===== src/rtl/uart_tx_fifo_if.sv =====
`default_nettype none
// ==========================================================================
// uart_tx_fifo_if : core-side request/response bundle for the UART window
// Rev 1.0
// ==========================================================================
interface uart_tx_fifo_if;
  logic        uart_valid;
  logic        uart_instr;
  logic [31:0] uart_addr;
  logic [31:0] uart_wdata;
  logic [3:0]  uart_wstrb;
  logic [31:0] uart_rdata;
  logic        uart_ready;

  modport master (
    output uart_valid, uart_instr, uart_addr, uart_wdata, uart_wstrb,
    input  uart_rdata, uart_ready
  );

  modport slave (
    input  uart_valid, uart_instr, uart_addr, uart_wdata, uart_wstrb,
    output uart_rdata, uart_ready
  );
endinterface
`default_nettype wire


===== src/rtl/uart_tx_fifo.sv =====
`default_nettype none
// ==========================================================================
// uart_tx_fifo : bus-mapped 8N1 UART transmitter with a byte FIFO
// Rev 1.0
// ==========================================================================
module uart_tx_fifo #(
  parameter int CLKS_PER_BIT = 867,
  parameter int BUFFER_DEPTH = 8
) (
  input  logic          clock,
  input  logic          reset,
  uart_tx_fifo_if.slave bus,
  output logic          uart_tx
);

  localparam int C_PTR_W  = $clog2(BUFFER_DEPTH);
  localparam int C_CNT_W  = C_PTR_W + 1;
  localparam int C_BAUD_W = (CLKS_PER_BIT < 1) ? 1 : $clog2(CLKS_PER_BIT + 1);
  localparam logic [C_CNT_W-1:0]  C_DEPTH    = C_CNT_W'(BUFFER_DEPTH);
  localparam logic [C_BAUD_W-1:0] C_BAUD_MAX = C_BAUD_W'(CLKS_PER_BIT);

  typedef enum logic [1:0] {
    S_IDLE  = 2'd0,
    S_START = 2'd1,
    S_DATA  = 2'd2,
    S_STOP  = 2'd3
  } state_t;

  state_t               state_q,  state_d;
  logic [C_BAUD_W-1:0]  baud_q,   baud_d;
  logic [2:0]           bit_q,    bit_d;
  logic [7:0]           shift_q,  shift_d;
  logic                 tx_q,     tx_d;
  logic                 ready_q,  ready_d;
  logic [31:0]          rdata_q,  rdata_d;
  logic [C_PTR_W-1:0]   wr_ptr_q, wr_ptr_d;
  logic [C_PTR_W-1:0]   rd_ptr_q, rd_ptr_d;
  logic [C_CNT_W-1:0]   count_q,  count_d;
  logic [7:0]           mem_q [BUFFER_DEPTH];
  logic [7:0]           mem_d [BUFFER_DEPTH];

  logic w_push;
  logic w_pop;
  logic w_fifo_empty;
  logic w_fifo_full;
  logic w_baud_end;
  logic w_unused_bus;

  // The bus decoder already selects this window; only offset 0 exists.
  assign w_unused_bus = ^{bus.uart_instr, bus.uart_addr, bus.uart_wdata[31:8]};

  assign w_fifo_empty = (count_q == '0);
  assign w_fifo_full  = (count_q == C_DEPTH);
  assign w_baud_end   = (baud_q == C_BAUD_MAX);

  always_comb begin
    state_d  = state_q;
    baud_d   = baud_q;
    bit_d    = bit_q;
    shift_d  = shift_q;
    tx_d     = tx_q;
    ready_d  = 1'b0;
    rdata_d  = '0;
    wr_ptr_d = wr_ptr_q;
    rd_ptr_d = rd_ptr_q;
    count_d  = count_q;
    mem_d    = mem_q;
    w_push   = 1'b0;
    w_pop    = 1'b0;

    // A request is not serviced in the cycle its completion is presented.
    if (bus.uart_valid && !ready_q) begin
      if (bus.uart_wstrb == 4'b0000) begin
        ready_d = 1'b1;
        rdata_d = {30'd0, (w_fifo_empty && (state_q == S_IDLE)), w_fifo_full};
      end else if (!bus.uart_wstrb[0]) begin
        ready_d = 1'b1;
      end else if (!w_fifo_full) begin
        w_push  = 1'b1;
        ready_d = 1'b1;
      end
    end

    case (state_q)
      S_IDLE: begin
        tx_d   = 1'b1;
        baud_d = '0;
        if (!w_fifo_empty) begin
          w_pop   = 1'b1;
          tx_d    = 1'b0;
          state_d = S_START;
        end
      end
      S_START: begin
        if (w_baud_end) begin
          baud_d  = '0;
          bit_d   = 3'd0;
          tx_d    = shift_q[0];
          state_d = S_DATA;
        end else begin
          baud_d = baud_q + 1'b1;
        end
      end
      S_DATA: begin
        if (w_baud_end) begin
          baud_d = '0;
          if (bit_q == 3'd7) begin
            tx_d    = 1'b1;
            state_d = S_STOP;
          end else begin
            bit_d   = bit_q + 3'd1;
            shift_d = {1'b0, shift_q[7:1]};
            tx_d    = shift_q[1];
          end
        end else begin
          baud_d = baud_q + 1'b1;
        end
      end
      S_STOP: begin
        if (w_baud_end) begin
          baud_d = '0;
          // Chain straight into the next start bit when more data is queued.
          if (!w_fifo_empty) begin
            w_pop   = 1'b1;
            tx_d    = 1'b0;
            state_d = S_START;
          end else begin
            tx_d    = 1'b1;
            state_d = S_IDLE;
          end
        end else begin
          baud_d = baud_q + 1'b1;
        end
      end
      default: begin
        tx_d    = 1'b1;
        baud_d  = '0;
        state_d = S_IDLE;
      end
    endcase

    if (w_pop) begin
      shift_d  = mem_q[rd_ptr_q];
      rd_ptr_d = rd_ptr_q + 1'b1;
    end
    if (w_push) begin
      mem_d[wr_ptr_q] = bus.uart_wdata[7:0];
      wr_ptr_d        = wr_ptr_q + 1'b1;
    end

    case ({w_push, w_pop})
      2'b10:   count_d = count_q + 1'b1;
      2'b01:   count_d = count_q - 1'b1;
      default: count_d = count_q;
    endcase
  end

  always_ff @(posedge clock or posedge reset) begin
    if (reset) begin
      state_q  <= S_IDLE;
      baud_q   <= '0;
      bit_q    <= 3'd0;
      shift_q  <= 8'd0;
      tx_q     <= 1'b1;
      ready_q  <= 1'b0;
      rdata_q  <= 32'd0;
      wr_ptr_q <= '0;
      rd_ptr_q <= '0;
      count_q  <= '0;
      mem_q    <= '{default: 8'd0};
    end else begin
      state_q  <= state_d;
      baud_q   <= baud_d;
      bit_q    <= bit_d;
      shift_q  <= shift_d;
      tx_q     <= tx_d;
      ready_q  <= ready_d;
      rdata_q  <= rdata_d;
      wr_ptr_q <= wr_ptr_d;
      rd_ptr_q <= rd_ptr_d;
      count_q  <= count_d;
      mem_q    <= mem_d;
    end
  end

  assign bus.uart_ready = ready_q;
  assign bus.uart_rdata = rdata_q;
  assign uart_tx        = tx_q;

endmodule
`default_nettype wire

===== src/flat_wrapper.sv =====
// flat-port wrapper written by rule: the top's interface ports become plain ports
module uart_tx_fifo_flat 
#(
  parameter int CLKS_PER_BIT = 867,
  parameter int BUFFER_DEPTH = 8
)
  (clock, reset, uart_tx, bus_uart_valid, bus_uart_instr, bus_uart_addr, bus_uart_wdata, bus_uart_wstrb, bus_uart_rdata, bus_uart_ready);
  uart_tx_fifo_if bus_i ();
  input  logic clock;
  input  logic reset;
  output logic uart_tx;
  input wire logic [$bits(bus_i.uart_valid)-1:0] bus_uart_valid;
  input wire logic [$bits(bus_i.uart_instr)-1:0] bus_uart_instr;
  input wire logic [$bits(bus_i.uart_addr)-1:0] bus_uart_addr;
  input wire logic [$bits(bus_i.uart_wdata)-1:0] bus_uart_wdata;
  input wire logic [$bits(bus_i.uart_wstrb)-1:0] bus_uart_wstrb;
  output wire logic [$bits(bus_i.uart_rdata)-1:0] bus_uart_rdata;
  output wire logic [$bits(bus_i.uart_ready)-1:0] bus_uart_ready;
  assign bus_i.uart_valid = bus_uart_valid;
  assign bus_i.uart_instr = bus_uart_instr;
  assign bus_i.uart_addr = bus_uart_addr;
  assign bus_i.uart_wdata = bus_uart_wdata;
  assign bus_i.uart_wstrb = bus_uart_wstrb;
  assign bus_uart_rdata = bus_i.uart_rdata;
  assign bus_uart_ready = bus_i.uart_ready;
  uart_tx_fifo #(.CLKS_PER_BIT(CLKS_PER_BIT), .BUFFER_DEPTH(BUFFER_DEPTH)) u_core (.clock(clock), .reset(reset), .bus(bus_i), .uart_tx(uart_tx));
endmodule

===== config.mk =====
export PLATFORM = sky130hd
export DESIGN_NAME = uart_tx_fifo_flat
export DESIGN_NICKNAME = d
export VERILOG_FILES = /design/src/rtl/uart_tx_fifo_if.sv /design/src/rtl/uart_tx_fifo.sv /design/src/flat_wrapper.sv
export SDC_FILE = /design/constraint.sdc
export NUM_CORES = 1
export LEC_CHECK = 0
export ABC_AREA = 1
export ABC_CLOCK_PERIOD_IN_PS = 6400
export BUFFER_PORTS_ARGS = -buffer_cell sky130_fd_sc_hd__buf_2
export CAP_MARGIN = 20
export CORE_MARGIN = 1
export CORE_UTILIZATION = 40
export DETAILED_ROUTE_END_ITERATION = 8
export PLACE_DENSITY_LB_ADDON = 0.08
export SYNTH_ARGS = -nofsm -noshare
export SYNTH_HDL_FRONTEND = slang
export SYNTH_SLANG_ARGS = --single-unit

===== constraint.sdc =====
create_clock -name clock -period 6.4 [get_ports clock]
set_input_delay 1.28 -clock clock [delete_from_list [all_inputs] [get_ports clock]]
set_output_delay 1.28 -clock clock [all_outputs]
set_load 0.01 [all_outputs]

After elaboration in Yosys (flattened, before gate mapping)
Index checks and enable logic that the tools add are counted.
Cells by class
  equality and inequality tests: 15
  order comparisons: 3
  mux-type cells: 42
  reduce and logical (&&, ||, !) cells: 16
  bitwise operators: 2
  add/sub/neg operators: 6
Operator list (number)
  bitwise mux 64 bit: 1
  two-way mux 8 bit: 7
  two-way mux 32 bit: 1
  binary-select mux 8 bit (select 3 bit): 1
  demux 8 bit (select 3 bit): 1
  one-hot mux 10 bit (2 select lines): 1
  two-way mux 1 bit: 15
  two-way mux 2 bit: 6
  adder 10 x 1 -> 10 bit (second input constant): 1
  equality test 10 bit (second input constant): 1
  two-way mux 10 bit: 1
  inequality test 2 x 1 -> 1 bit (second input constant): 5
  adder 3 x 1 -> 3 bit (second input constant): 3
  two-way mux 3 bit: 3
  >= comparator 4 bit (second input constant): 2
  logical NOT 4 bit: 2
  NOT 3 -> 4 bit: 2
  one-hot mux 2 bit (4 select lines): 1
  one-hot mux 4 bit (2 select lines): 1
  nonzero test 2 bit: 4
  equality test 2 bit (second input constant): 3
  one-hot mux 3 bit (2 select lines): 1
  AND reduction 3 bit: 2
  AND reduction 5 bit: 1
  14 further kinds: 18
Word-level totals
  register bits after elaboration: 131
  output and inout port bits: 34
  bits of input ports: 72
  word-level logic and storage cells: 102

Longest topological paths before layout
  word-level depth: 7
  mapped depth: 15
  mapped depth without buffers: 14

Worst setup path after synthesis
No wires, ideal clock.
  path type: input -> register
  from: in bus_uart_valid
  to: reg u_core.count_q[2]
  data required time: 6.283 ns
  setup time: 0.117 ns
  path buffers: 0
  cell stages on the path: 11
  setup slack: 3.791 ns
  data arrival time: 2.492 ns
  path through: inv_1 > or2_4 > clkinv_2 > nand3_4 > ha_1 > xor2_1 > ha_1 > inv_1 > nand3_1 > nand3_1 > nand2_1
Between the ends
  longest elaborated chain between the ends: 4
  elaborated cells on any way between the ends: 6
  classes of those cells: eq/ne (2); mux (2); reduce/logical (2)
RTL lines
  start: declaration: line flat_wrapper.sv:12  | input wire logic [$bits(bus_i.uart_valid)-1:0] bus_uart_valid;
  logical AND 1 bit (*): line uart_tx_fifo.sv:72  | if (bus.uart_valid && !ready_q) begin
  two-way mux 1 bit (*): line uart_tx_fifo.sv:72
  equality test 2 x 1 -> 1 bit / equality test 2 bit (equally long branches): line uart_tx_fifo.sv:151  | case ({w_push, w_pop})
  one-hot mux 4 bit (2 select lines) / nonzero test 2 bit (equally long branches)
  end signal: assignment: line uart_tx_fifo.sv:181  | count_q <= count_d;
  end: declaration: line uart_tx_fifo.sv:38  | logic [C_CNT_W-1:0] count_q, count_d;
Mark *: on every way between the ends. The rest lies on a longest branch, timed or not.
A chain may end at the register's enable or synchronous reset.

Final worst setup path
  from: in bus_uart_valid
  to: reg u_core.mem_q[6] (netlist name)
Between the ends
  longest elaborated chain between the ends: 2
RTL lines
  logical AND 1 bit: line uart_tx_fifo.sv:72
  two-way mux 1 bit: line uart_tx_fifo.sv:72
  end signal: assignment: line uart_tx_fifo.sv:182  | mem_q <= mem_d;
  end: declaration: line uart_tx_fifo.sv:39  | logic [7:0] mem_q [BUFFER_DEPTH];
Every way passes these cells.

==> qor.csv <==
metric,value,unit
status,finished clean,
layout.nets,681,
cts_root_buffer,clkbuf_16,
first_pass_iters,4,
dpl.cell_count,758,
finalSetupTns,0,ns
end_kind,register,
ir_worst_vdd,0.198,mV
final_util,0.438,
fp.dieW,116,um
ys_ff_latch,101,
syn_inst,588,
clk_pin_slew,0.07,ns
r2r_setup_slack,4.02,ns
wl_met1,5.35,mm
fin_skew,0.00389,ns
fin_cells,774,
grtUsageTotal,0.191,
syn_area,5170,um^2
die-area,13400,um^2
first_iter_violations,223,
cts_made_buffers,9,
fmax,403,MHz
cts.sinks,101,
num_antenna_cells,0,
start_util,0.410,
clock_path_buffers,2,
htree_levels,3,
met3_length,445,um
worstPathArrival,2.74,ns
reg2reg_depth,12,
highest_layer,met4,
grt_pass1_wl,19.0,mm
slew_violations,0,
hold_class,register to register,
worst_slew_pin_slew,1.04,ns
clkLatencyLatePin,0.35,ns
hold_viol,0,
startpoint,bus_uart_valid,
finalSetupViolCount,0,
slew_headroom,0.304,
layout_commonest_cell,nand2_1,
synth.avg_cell_area,8.80,um^2
final_cell_mix,"138 x nand2_1, 100 x dfrtp_1, 48 x o21ai_1, 48 x o21ai_0, 44 x nor2_1",
r2r_start,u_core.state_q[0]$_DFFE_PP0P_,
grt_overflow,0,
required,6.66,ns
p_leak,2.65,nW
ys_seq_area_frac,0.489,
wl_per_cell,14.3,um
die_h,116,um
dr_wl_met2,5.09,mm
finalCriticalPeriod,2.48,ns
grt_setup_unrepaired,no,
drv_cap,0,
ant_nets,0,
core_area,12600,um^2
cp_max_fo,16,
remaining_drc_errors,0,
endpoint,u_core.mem_q[6]$_DFFE_PP0P_,
crit_path_start_kind,primary input,
num-fill-cells,1315,
grt_start_max_net_pins,62,
pin_count,106,
cts_tree,built,
cts.repair.resized,0,
p_per_area,484,nW/um^2
via_per_inst,4.89,
rr_endpoint,u_core.count_q[2]$_DFFE_PP0P_,
path_class,primary input to register,
antenna_found_initial,0,
syn_to_final_growth,6.70,%
rows,41,
holdBufCountCts,0,
dr_total_vias,3786,
hpwl,6.94,mm
synth_cell_types,40,
grt_pass1_vias,3680,
portBuffers,18,
wl,11.0,mm
gp_congestion,0.803,
period_share,0.388,
synth_warnings,0,
drive_gt1_frac,0.105,
holdWs,0.480,ns
post_cts_buffers,0,
[flip-flops by register name, summed over array words and instances, names as in the netlist]
signal / cells
u_core.bus.uart_rdata: 2
u_core.bit_q: 3
u_core.count_q: 4
u_core.uart_tx: 1
u_core.bus.uart_ready: 1
u_core.wr_ptr_q: 3
u_core.state_q: 2
u_core.rd_ptr_q: 3
u_core.baud_q: 10
u_core.shift_q: 8
u_core.mem_q: 64
[routing by layer]
metal | up-vias | GRT usage
li1 | 1918 | -
met1 | 1781 | 0.252
met2 | 77 | 0.309
met3 | 10 | 0.0387
met4 | 0 | 0.0761
met5 | - | 0
[power by group]
part	switching [mW]	internal (mW)	total (mW)
Clock	0.239	0.313	0.551
Sequential	0.198	0.903	1.10
Combinational	0.649	0.370	1.02
[cell families (layout without fill, tap and decap cells)]
family | count (synthesis) | count (layout) | share of synthesized area
adders and majority gates | 12 | 12 | 0.0290
buffers and inverters | 90 | 75 | 0.103
xor gates and xnor gates | 10 | 10 | 0.0169
DFF | 101 | 101 | 0.489
other | 1 | 30 | 0.000725
and+or+nand+nor | 240 | 240 | 0.219
AOI/OAI and AO/OA | 134 | 134 | 0.143
[through the flow]
step | cell area, um^2 | worst slack (ns) | power, mW
after floorplan | 5280 | 2.47 | 1.91
after global placement | 5230 | 3.63 | 2.11
after detailed placement | 5230 | 3.54 | 2.14
after CTS | 5520 | 3.91 | 2.70
after global routing | 5520 | 3.71 | 2.92
final | 5520 | 3.92 | 2.67
[cell type report]
cell class / instances / area, um^2 / share of cell area
clock buffers: 12 / 246 / 0.0446
flip-flops and latches: 101 / 2530 / 0.458
repair buffers: 20 / 105 / 0.0190
multi-input cells: 426 / 2220 / 0.403
clock inverters: 4 / 47.5 / 0.00861
inverters: 39 / 155 / 0.0281
well taps: 172 / 215 / 0.0390
[worst min-delay path by stage]
stage | start | to | slack, ns | cells past startpoint
6_report | u_core.mem_q[10]$_DFFE_PP0P_ | u_core.mem_q[10]$_DFFE_PP0P_ | 0.48 | 2
5_1_grt | u_core.mem_q[10]$_DFFE_PP0P_ | u_core.mem_q[10]$_DFFE_PP0P_ | 0.51 | 2
4_1_cts | u_core.mem_q[12]$_DFFE_PP0P_ | u_core.mem_q[12]$_DFFE_PP0P_ | 0.48 | 2
3_5_place_dp | u_core.mem_q[10]$_DFFE_PP0P_ | u_core.mem_q[10]$_DFFE_PP0P_ | 0.47 | 2
3_3_place_gp | u_core.mem_q[12]$_DFFE_PP0P_ | u_core.mem_q[12]$_DFFE_PP0P_ | 0.46 | 2
2_1_floorplan | u_core.mem_q[10]$_DFFE_PP0P_ | u_core.mem_q[10]$_DFFE_PP0P_ | 0.45 | 2
[cell usage after synthesis, drive strengths merged]
cell    instances  area (um^2)
xor2            8         70.1
dfstp           1         26.3
inv            36          135
a22oi           2         15.0
clkbuf         10         37.5
nor2           46          178
o221ai          1         8.76
or2             3         21.3
nand3          34          188
nor3b           2         15.0
buf            41          342
ha             12          150
nand2         139          524
o211ai          2         15.0
o22ai          14         87.6
a21oi           8         40.0
o21a            1         7.51
xnor2           2         17.5
conb            1         3.75
clkinv          3         17.5
nor3            5         25.0
a211oi          1         7.51
dfrtp         100         2500
nand4          10          174
nand3b          1         7.51
o21ai         105          559
[worst max-delay path: stages]
cell	delay [ns]
buf_2	0.07
inv_1	0.03
or2_4	0.23
clkinv_2	0.06
nand3_4	0.11
clkinv_4	0.17
nand4_2	0.43
o21ai_0	0.34
Note: power is estimated with default switching activity, not from simulation.
